## config.mk

```make
export PLATFORM = sky130hd
export DESIGN_NAME = player_path_animator_flat
export DESIGN_NICKNAME = d
export VERILOG_FILES = /design/src/rtl/player_path_animator_pkg.sv /design/src/rtl/player_path_animator_if.sv /design/src/rtl/player_path_animator_tile_pos_lut.sv /design/src/rtl/player_path_animator.sv /design/src/flat_wrapper.sv
export SDC_FILE = /design/constraint.sdc
export NUM_CORES = 1
export LEC_CHECK = 0
export BUFFER_PORTS_ARGS = -buffer_cell sky130_fd_sc_hd__clkbuf_2
export CAP_MARGIN = 20
export CORE_UTILIZATION = 40
export CTS_CLUSTER_SIZE = 25
export DETAILED_ROUTE_END_ITERATION = 10
export PLACE_DENSITY_LB_ADDON = 0.05
export SYNTH_ARGS = -nofsm -noshare
export SYNTH_HDL_FRONTEND = slang
export SYNTH_SLANG_ARGS = --single-unit
```

## constraint.sdc

```tcl
create_clock -name clk -period 3.8 [get_ports clk]
set_input_delay 0.57 -clock clk [delete_from_list [all_inputs] [get_ports clk]]
set_output_delay 0.57 -clock clk [all_outputs]
set_load 0.02 [all_outputs]
```

## src/rtl/player_path_animator_pkg.sv

```systemverilog
// Board geometry, animation states and shared helpers
// for the dice race player path animator.
package player_path_animator_pkg;

    localparam int NUM_TILES  = 32;
    localparam int COLS       = 8;
    localparam int TILE_W     = 32;
    localparam int ORIGIN_X   = 64;
    localparam int ORIGIN_Y   = 96;
    localparam int SPEED      = 2;
    localparam int SPRITE_OFS = 8;

    localparam logic [5:0] LAST_TILE = 6'(NUM_TILES - 1);

    typedef enum logic [1:0] {
        IDLE,
        LOAD,
        MOVE,
        GOAL
    } anim_state_t;

    typedef struct packed {
        logic [9:0] x;
        logic [9:0] y;
    } tile_pos_t;

    localparam tile_pos_t START_POS = '{
        x: 10'(ORIGIN_X + SPRITE_OFS),
        y: 10'(ORIGIN_Y + SPRITE_OFS)
    };

    // Hop height: peaks at mid-tile, zero at both endpoints.
    function automatic logic [9:0] hop_of(input logic [5:0] d);
        logic [5:0] a;
        logic [5:0] b;
        a = d;
        b = 6'(TILE_W) - d;
        return 10'(((a < b) ? a : b) >> 2);
    endfunction

endpackage

```

## src/rtl/player_path_animator_if.sv

```systemverilog
// Control and sprite-position bundle between the game FSM,
// the animator and the sprite stage.
interface player_path_animator_if;

    logic       frame_tick;
    logic       restart;
    logic       move_start;
    logic [2:0] move_steps;
    logic [9:0] player_x;
    logic [9:0] player_y;
    logic [5:0] tile_idx;
    logic       busy;
    logic       done;
    logic       at_goal;

    modport master (
        output frame_tick, restart, move_start, move_steps,
        input  player_x, player_y, tile_idx, busy, done, at_goal
    );

    modport slave (
        input  frame_tick, restart, move_start, move_steps,
        output player_x, player_y, tile_idx, busy, done, at_goal
    );

endinterface

```

## src/rtl/player_path_animator_tile_pos_lut.sv

```systemverilog
// Serpentine tile index to sprite top-left pixel position.
// Even rows run left to right, odd rows right to left.
module tile_pos_lut
    import player_path_animator_pkg::*;
(
    input  logic [5:0] idx_i,
    output tile_pos_t  pos_o
);

    logic [5:0] row;
    logic [5:0] c;
    logic [5:0] col;

    // Split index into row/column and fold odd rows.
    always_comb begin
        row     = idx_i / 6'(COLS);
        c       = idx_i % 6'(COLS);
        col     = row[0] ? (6'(COLS - 1) - c) : c;
        pos_o.x = 10'(ORIGIN_X) + 10'(col) * 10'(TILE_W)
                + 10'(SPRITE_OFS);
        pos_o.y = 10'(ORIGIN_Y) + 10'(row) * 10'(TILE_W)
                + 10'(SPRITE_OFS);
    end

endmodule

```

## src/rtl/player_path_animator.sv

```systemverilog
// Per-player track walker: steps N tiles per dice roll, SPEED px per frame.
// Optional build macro PLAYER_HOP_EN adds a hop arc to player_y while moving.
module player_path_animator
    import player_path_animator_pkg::*;
(
    input  logic                  clk,
    input  logic                  reset,
    player_path_animator_if.slave bus
);

    anim_state_t state_q;
    logic [5:0]  tile_q;
    logic [9:0]  x_q;
    logic [9:0]  y_q;
    logic [9:0]  yo_q;
    tile_pos_t   tgt_q;
    logic [2:0]  rem_q;
    logic [5:0]  dist_q;
    logic        busy_q;
    logic        done_q;
    logic        goal_q;

    logic [5:0]  nxt_idx;
    tile_pos_t   nxt_pos;
    logic [9:0]  x_d;
    logic [9:0]  y_d;
    logic [5:0]  dist_d;
    logic [5:0]  tile_d;
    logic [2:0]  rem_d;
    logic [9:0]  hop_d;
    logic        arrive;
    logic        steps_ok;

    assign nxt_idx = tile_q + 6'd1;

    tile_pos_lut u_lut (
        .idx_i (nxt_idx),
        .pos_o (nxt_pos)
    );

    // One SPEED step toward the target; x first, then y (row change).
    always_comb begin
        x_d = x_q;
        y_d = y_q;
        if (x_q < tgt_q.x) begin
            x_d = x_q + 10'(SPEED);
        end else if (x_q > tgt_q.x) begin
            x_d = x_q - 10'(SPEED);
        end else if (y_q < tgt_q.y) begin
            y_d = y_q + 10'(SPEED);
        end
        dist_d   = dist_q + 6'(SPEED);
        arrive   = (x_d == tgt_q.x) && (y_d == tgt_q.y);
        tile_d   = tile_q + 6'd1;
        rem_d    = rem_q - 3'd1;
        steps_ok = (bus.move_steps != 3'd0)
                && (bus.move_steps != 3'd7);
`ifdef PLAYER_HOP_EN
        hop_d = hop_of(dist_d);
`else
        hop_d = '0;
`endif
    end

    // Animation FSM with registered position and status outputs.
    always_ff @(posedge clk or posedge reset) begin
        if (reset) begin
            state_q <= IDLE;
            tile_q  <= '0;
            x_q     <= START_POS.x;
            y_q     <= START_POS.y;
            yo_q    <= START_POS.y;
            tgt_q   <= START_POS;
            rem_q   <= '0;
            dist_q  <= '0;
            busy_q  <= 1'b0;
            done_q  <= 1'b0;
            goal_q  <= 1'b0;
        end else if (bus.restart) begin
            state_q <= IDLE;
            tile_q  <= '0;
            x_q     <= START_POS.x;
            y_q     <= START_POS.y;
            yo_q    <= START_POS.y;
            tgt_q   <= START_POS;
            rem_q   <= '0;
            dist_q  <= '0;
            busy_q  <= 1'b0;
            done_q  <= 1'b0;
            goal_q  <= 1'b0;
        end else begin
            done_q <= 1'b0;
            unique case (state_q)
                IDLE: begin
                    if (bus.move_start && steps_ok) begin
                        rem_q   <= bus.move_steps;
                        busy_q  <= 1'b1;
                        state_q <= LOAD;
                    end
                end
                LOAD: begin
                    if (tile_q == LAST_TILE) begin
                        done_q  <= 1'b1;
                        busy_q  <= 1'b0;
                        goal_q  <= 1'b1;
                        state_q <= GOAL;
                    end else begin
                        tgt_q   <= nxt_pos;
                        dist_q  <= '0;
                        state_q <= MOVE;
                    end
                end
                MOVE: begin
                    if (bus.frame_tick) begin
                        x_q    <= x_d;
                        y_q    <= y_d;
                        dist_q <= dist_d;
                        yo_q   <= arrive ? y_d : (y_d - hop_d);
                        if (arrive) begin
                            tile_q <= tile_d;
                            rem_q  <= rem_d;
                            dist_q <= '0;
                            if (tile_d == LAST_TILE) begin
                                done_q  <= 1'b1;
                                busy_q  <= 1'b0;
                                goal_q  <= 1'b1;
                                state_q <= GOAL;
                            end else if (rem_d == 3'd0) begin
                                done_q  <= 1'b1;
                                busy_q  <= 1'b0;
                                state_q <= IDLE;
                            end else begin
                                state_q <= LOAD;
                            end
                        end
                    end
                end
                GOAL: begin
                    goal_q <= 1'b1;
                end
            endcase
        end
    end

    assign bus.player_x = x_q;
    assign bus.player_y = yo_q;
    assign bus.tile_idx = tile_q;
    assign bus.busy     = busy_q;
    assign bus.done     = done_q;
    assign bus.at_goal  = goal_q;

endmodule
```

## src/flat_wrapper.sv

```systemverilog
// flat-port wrapper written by rule: the top's interface ports become plain ports
module player_path_animator_flat import player_path_animator_pkg::*;
  (clk, reset, bus_frame_tick, bus_restart, bus_move_start, bus_move_steps, bus_player_x, bus_player_y, bus_tile_idx, bus_busy, bus_done, bus_at_goal);
  player_path_animator_if bus_i ();
  input  logic clk;
  input  logic reset;
  input wire logic [$bits(bus_i.frame_tick)-1:0] bus_frame_tick;
  input wire logic [$bits(bus_i.restart)-1:0] bus_restart;
  input wire logic [$bits(bus_i.move_start)-1:0] bus_move_start;
  input wire logic [$bits(bus_i.move_steps)-1:0] bus_move_steps;
  output wire logic [$bits(bus_i.player_x)-1:0] bus_player_x;
  output wire logic [$bits(bus_i.player_y)-1:0] bus_player_y;
  output wire logic [$bits(bus_i.tile_idx)-1:0] bus_tile_idx;
  output wire logic [$bits(bus_i.busy)-1:0] bus_busy;
  output wire logic [$bits(bus_i.done)-1:0] bus_done;
  output wire logic [$bits(bus_i.at_goal)-1:0] bus_at_goal;
  assign bus_i.frame_tick = bus_frame_tick;
  assign bus_i.restart = bus_restart;
  assign bus_i.move_start = bus_move_start;
  assign bus_i.move_steps = bus_move_steps;
  assign bus_player_x = bus_i.player_x;
  assign bus_player_y = bus_i.player_y;
  assign bus_tile_idx = bus_i.tile_idx;
  assign bus_busy = bus_i.busy;
  assign bus_done = bus_i.done;
  assign bus_at_goal = bus_i.at_goal;
  player_path_animator u_core (.clk(clk), .reset(reset), .bus(bus_i));
endmodule
```

-- Word level (Yosys, flattened, before mapping)
Index checks and enable logic that the tools add are counted.
Widths: inputs -> output; s select.
- logic and storage cells: 111
- output and inout bits: 29
- register bits: 54
- muxes and demuxes: 53
- equality and inequality tests: 15
- reductions and logical operators: 20
- $add $sub $neg: 10
- magnitude comparators: 3
- operators with widths (kind ; count):
    $mux 10 ; 11
    $mux 20 ; 3
    $mux 6 ; 4
    $add 10x2->10 const B ; 2
    $eq 10x10->1 ; 2
    $lt 10x10->1 ; 2
    $mux 1 ; 20
    $eq 6x5->1 const B ; 2
    $mux 3 ; 4
    $ne 3x2->1 const B ; 4
    $add 10x4->10 const B ; 1
    $add 7x10->10 const A ; 1
    $add 9x4->10 const B ; 1
    $gt 10x10->1 ; 1
    $mux 2 ; 5
    $sub 10x2->10 const B ; 1
    $add 7x8->9 const A ; 1
    $reduce_and 4->1 ; 2
    $reduce_bool 2->1 ; 4
    $reduce_bool 4->1 ; 2
    $add 6x1->6 const B ; 1
    $ne 3x3->1 const B ; 2
    $pmux 1 s3 ; 2
    $pmux 2 s3 ; 1
    17 further kinds ; 22

-- Longest topological paths before layout
- word-level depth: 10
- depth in mapped cells: 12

-- Hierarchy
Synthesis repeated with hierarchy kept, for this count alone.
- cell total of the unflattened synthesis: 494
- area total of the unflattened synthesis: 4122.7 µm²
- modules (own cells, without submodules) (module ; cells an instance ; times used ; seq. area each (µm²) ; area each (µm²)):
    player_path_animator ; 468 ; 1 ; 1313.8 ; 3926.3
    tile_pos_lut ; 26 ; 1 ; 0.0 ; 196.4

-- Worst setup path after synthesis
No wires, ideal clock.
- path kind: register to register
- from: register u_core.x_q[8], in the netlist u_core.bus.player_x[8]
- to: register u_core.rem_q[0]
- cell stages (with the launch flop): 11
- required time: 3675 ps
- path buffers: 0
- data arrival time: 3060 ps
- setup slack: 615 ps
- cell sequence: dfrtp_1 ha_1 and4b_1 o21ai_1 a2111oi_0 xor2_1 a211oi_1 nand4_2 nor2_4 o21ai_2 mux2_4
- word-level cells in the longest chain between the ends: 7
- elaborated cells on any way between the ends: 13
- those cells by class: 2 x add/sub; 2 x order compare; 3 x eq/ne; 4 x mux; 2 x reduce/logical
- RTL lines (item ; line ; source):
    start: declaration ; player_path_animator.sv:13 ; logic [9:0] x_q;
    start signal: assignment ; player_path_animator.sv:70 ; x_q <= START_POS.x;
    start signal: assignment ; player_path_animator.sv:82 ; x_q <= START_POS.x;
    $sub 10x2->10 / $gt 10x10->1 (equally long branches) ; player_path_animator.sv:48, player_path_animator.sv:47 ;
    $mux 10 ; player_path_animator.sv:47 ; end else if (x_q > tgt_q.x) begin
    $mux 10 ; player_path_animator.sv:45 ; if (x_q < tgt_q.x) begin
    $eq 10x10->1 ; player_path_animator.sv:53 ; arrive = (x_d == tgt_q.x) && (y_d == tgt_q.y);
    $logic_and 1x1->1 * ; player_path_animator.sv:53 ;
    $ne 3x2->1 (no line) * ; - ;
    $reduce_and 4->1 (no line) * ; - ;
    end signal: assignment ; player_path_animator.sv:96 ; rem_q <= bus.move_steps;
    end signal: assignment ; player_path_animator.sv:121 ; rem_q <= rem_d;
    end: declaration ; player_path_animator.sv:17 ; logic [2:0] rem_q;
Every way passes the cells marked *; elsewhere a longest branch is shown, timed or not.
A chain may end at the register's enable or synchronous reset.

-- Worst setup path in the final report
- from: register u_core.tgt_q[16] in the netlist's numbering
- to: register u_core.rem_q[0]
- word-level cells in the longest chain between the ends: 7
- elaborated cells on any way between the ends: 11
- those cells by class: 2 x order compare; 3 x eq/ne; 4 x mux; 2 x reduce/logical
- RTL lines (item ; line ; source):
    start: declaration ; player_path_animator.sv:16 ; tile_pos_t tgt_q;
    start signal: assignment ; player_path_animator.sv:108 ; tgt_q <= nxt_pos;
    $gt 10x10->1 ; player_path_animator.sv:47 ;
    $mux 10 ; player_path_animator.sv:47 ;
    $mux 10 ; player_path_animator.sv:45 ;
    $eq 10x10->1 ; player_path_animator.sv:53 ;
    $logic_and 1x1->1 * ; player_path_animator.sv:53 ;
    $ne 3x2->1 (no line) * ; - ;
    $reduce_and 4->1 (no line) * ; - ;
Marks and branches as above.

==> flow_summary.yaml <==
pwr:
  pwr_density_cell_nw_per_um2: 526
  clkPwrFrac_pct: 18.6
  internal_power_mw: 1.07
  switching_share_pct: 44.7
  combinationalPowerShare_pct: 53.3
  vdd_drop_max_mv: 0.273
  p_sw_uw: 868
  power_mw: 1.94
  p_seq_share_pct: 28.1
  power.leakage_nw: 1.66
drt:
  ant_nets: 0
  wl_met3_um: 438
  first_iter_violations: 135
  m1WireLength_mm: 4.22
  highest_layer: "met4"
  wl_per_cell_um: 16.9
  drt-total-wl_mm: 9.00
  met2_length_mm: 4.20
  vias: 3069
  via_per_inst: 5.75
  first_pass_iters: 5
  route.detailed.drc: 0
placement:
  gp_congestion: 0.841
  dp_hpwl_mm: 6.65
  pre_cts_ws_ns: 0.218
  numPortBuffers: 34
sta:
  tightest_slew_ns: 0.692
  slew_viol_final: 0
  min_period_ns: 3.62
  fin_ws_ns: 0.182
  fin_hold_ws_ns: 0.365
  max_freq_mhz: 276
  finalHoldViolations: 0
  rsz0062_at_grt: "no"
  fin_setup_tns_ns: 0
  finalCritPeriodShare_pct: 95.2
  setup_viol_count_final: 0
  relSlewSlack_pct: 53.6
  clock_skew_ns: 0.0107
global_routing:
  antenna_found_initial: 0
  grt.overflow.total: 0
  grt_pass1_wl_mm: 14.7
  track_usage_pct: 21.7
  grt_pass1_vias: 2863
  grt_max_degree: 41
setup_path:
  critPathKind: "reg -> reg"
  rr_worst_depth: 12
  crit_end: "u_core.rem_q[0]"
  timing.rr.start: "u_core.tgt_q[16]"
  cp_max_fo: 8
  startpoint_type: "flip-flop"
  endpoint_kind: "flip-flop"
  worst_ep_required_time_ns: 3.99
  critPathArrivalTime_ns: 3.81
  r2r_end: "u_core.rem_q[0]"
  crit_start: "u_core.tgt_q[16]"
  r2r_slack_ns: 0.18
floorplan:
  ioPinCount: 37
  coreArea_sq_um: 7890
  die_area_sq_um: 8680
  rows: 32
  die_h_um: 93.2
  start_util_pct: 42.2
  die_w_um: 93.2
clock_network:
  cts_root_buf: "clkbuf_8"
  cts.clk_slew.worst_paths_ns: 0.09
  cts_num_sinks: 40
  h-tree-depth: 2
  ctsHoldBuffers: 0
  worstSkewPairLatency_ns: 0.30
  cts_tree: "yes"
  cts_buffer_depth: 2
  ctsResizeCount: 0
  cts_buffers: 5
  post_cts_buffers: 0
run_status:
  outcome: "finished clean"
layout:
  final_layout_size_suffix_gt1_share_pct: 16.4
  syn2layout_area_growth_pct: 10.9
  fillers: 775
  layout.nets: 460
  antenna_cells: 0
synth:
  syn_area_sq_um: 3330
  avgSynthCellArea_sq_um: 8.25
  synth_warnings: 0
  ys_types: 64
  synth-seq-cells: 40
  synth_edf_count: 0
  async_flop_share_pct: 100
  synth_ff_type: "dfrtp_1"
  postSynthCellCount: 403
  synth_seq_area_share_pct: 30.4
worst_hold_path:
  holdCritPathClass: "in -> async"
flow_run:
  max_cap_violations: 0
-- Yosys cell counts (all sizes together) (3+ instances only) --
master / n / area [sq um]
or3: 5 / 31.3
xnor2: 16 / 140
dfstp: 8 / 210
dfrtp: 32 / 801
and4b: 3 / 30.0
clkbuf: 14 / 52.6
ha: 21 / 263
o211ai: 6 / 45.0
o21a: 5 / 37.5
xor2: 19 / 166
mux2i: 6 / 60.1
nand3b: 3 / 22.5
buf: 6 / 40.0
inv: 24 / 90.1
a21oi: 16 / 80.1
nor3: 16 / 91.3
nand3: 20 / 100
o21ai: 20 / 104
nand2: 38 / 143
and2: 3 / 18.8
a211o: 3 / 26.3
or2: 6 / 37.5
a21o: 7 / 52.6
nor2: 40 / 158
and3: 4 / 25.0
a31oi: 3 / 18.8
nand4: 6 / 43.8
nor4: 9 / 75.1
a211oi: 9 / 67.6
-- worst max-delay path, cell delays in order, from the launching register on --
cell	delay (ns)
dfstp_2	0.58
inv_1	0.06
ha_1	0.29
and4b_1	0.26
o21ai_1	0.26
a2111oi_1	0.53
buf_4	0.20
xor2_1	0.09
a211oi_1	0.28
nand4_2	0.28
nor2_4	0.24
o21ai_2	0.12
mux2_4	0.30
-- power by group through the flow --
stage	combinational (mW)	sequential (mW)	clock (mW)
global route	1.14	0.558	0.385
floorplan	0.791	0.554	0
CTS	1.02	0.547	0.371
finish	1.03	0.546	0.362
global placement	1.03	0.554	0
detailed placement	1.02	0.554	0
-- flip-flops by register name, summed over array words and instances, names as in the netlist --
| register | count |
|---|---|
| u_core.rem_q | 3 |
| u_core.bus.player_x | 9 |
| u_core.y_q | 9 |
| u_core.bus.tile_idx | 6 |
| u_core.tgt_q | 8 |
| u_core.state_q | 2 |
| u_core.bus.at_goal | 1 |
| u_core.bus.done | 1 |
| u_core.bus.busy | 1 |
-- worst min path at each step --
stage	endpoint	slack (ns)	cells past startpoint
after floorplan	u_core.tgt_q[6]	0.50	2
after global placement	u_core.bus.at_goal	0.49	2
after detailed placement	u_core.bus.at_goal	0.50	2
after CTS	u_core.rem_q[2]	0.39	3
after global routing	u_core.bus.done	0.42	3
final	u_core.state_q[0]	0.37	3
-- per-stage QoR --
step	area (sq um)	util [%]	instances
2_1_floorplan	3330	-	404
3_3_place_gp	3580	45.4	526
3_5_place_dp	3580	45.4	526
4_1_cts	3690	46.7	534
5_1_grt	3690	46.8	534
6_report	3690	46.8	534
-- layer usage --
layer / GRT usage (%) / up-vias
li1: - / 1498
met1: 29.9 / 1445
met2: 35.5 / 113
met3: 2.85 / 13
met4: 5.90 / 0
met5: 0 / -
-- layout make-up --
cell class	count	area, sq um	share of cell area, %
Clock buffer	6	72.6	1.97
Clock inverter	2	35.0	0.950
Inverter	24	90.1	2.44
Multi-Input combinational cell	320	2140	57.9
Sequential cell	40	1010	27.4
Tap cell	102	128	3.46
Timing Repair Buffer	40	215	5.83
-- layout by cell type, fill, tap and decap left out, types with 4 or more instances in the layout --
cell / n
nor2_1: 39
xnor2_1: 16
a21oi_1: 16
clkbuf_8: 5
nand2_1: 38
or3_1: 5
a211oi_1: 9
o211ai_1: 6
nand3_1: 20
a21o_1: 7
xor2_1: 19
nor3_1: 15
buf_4: 6
nor4_1: 6
nand4_1: 5
dfstp_2: 8
dfrtp_1: 32
inv_1: 23
ha_1: 21
or2_2: 5
o21ai_0: 17
o21a_1: 5
and3_1: 4
mux2i_1: 6
clkbuf_2: 34
-- cells by family after synthesis --
group,synth area share [%]
AO/OA/AOI/OAI,18.5
buffers and inverters,5.49
multiplexers,2.26
other,0.113
flip-flops,30.4
adder cells (fa/ha/maj),7.90
AND/OR/NAND/NOR,26.1
XOR/XNOR,9.22
(Power assumes the default switching activity.)
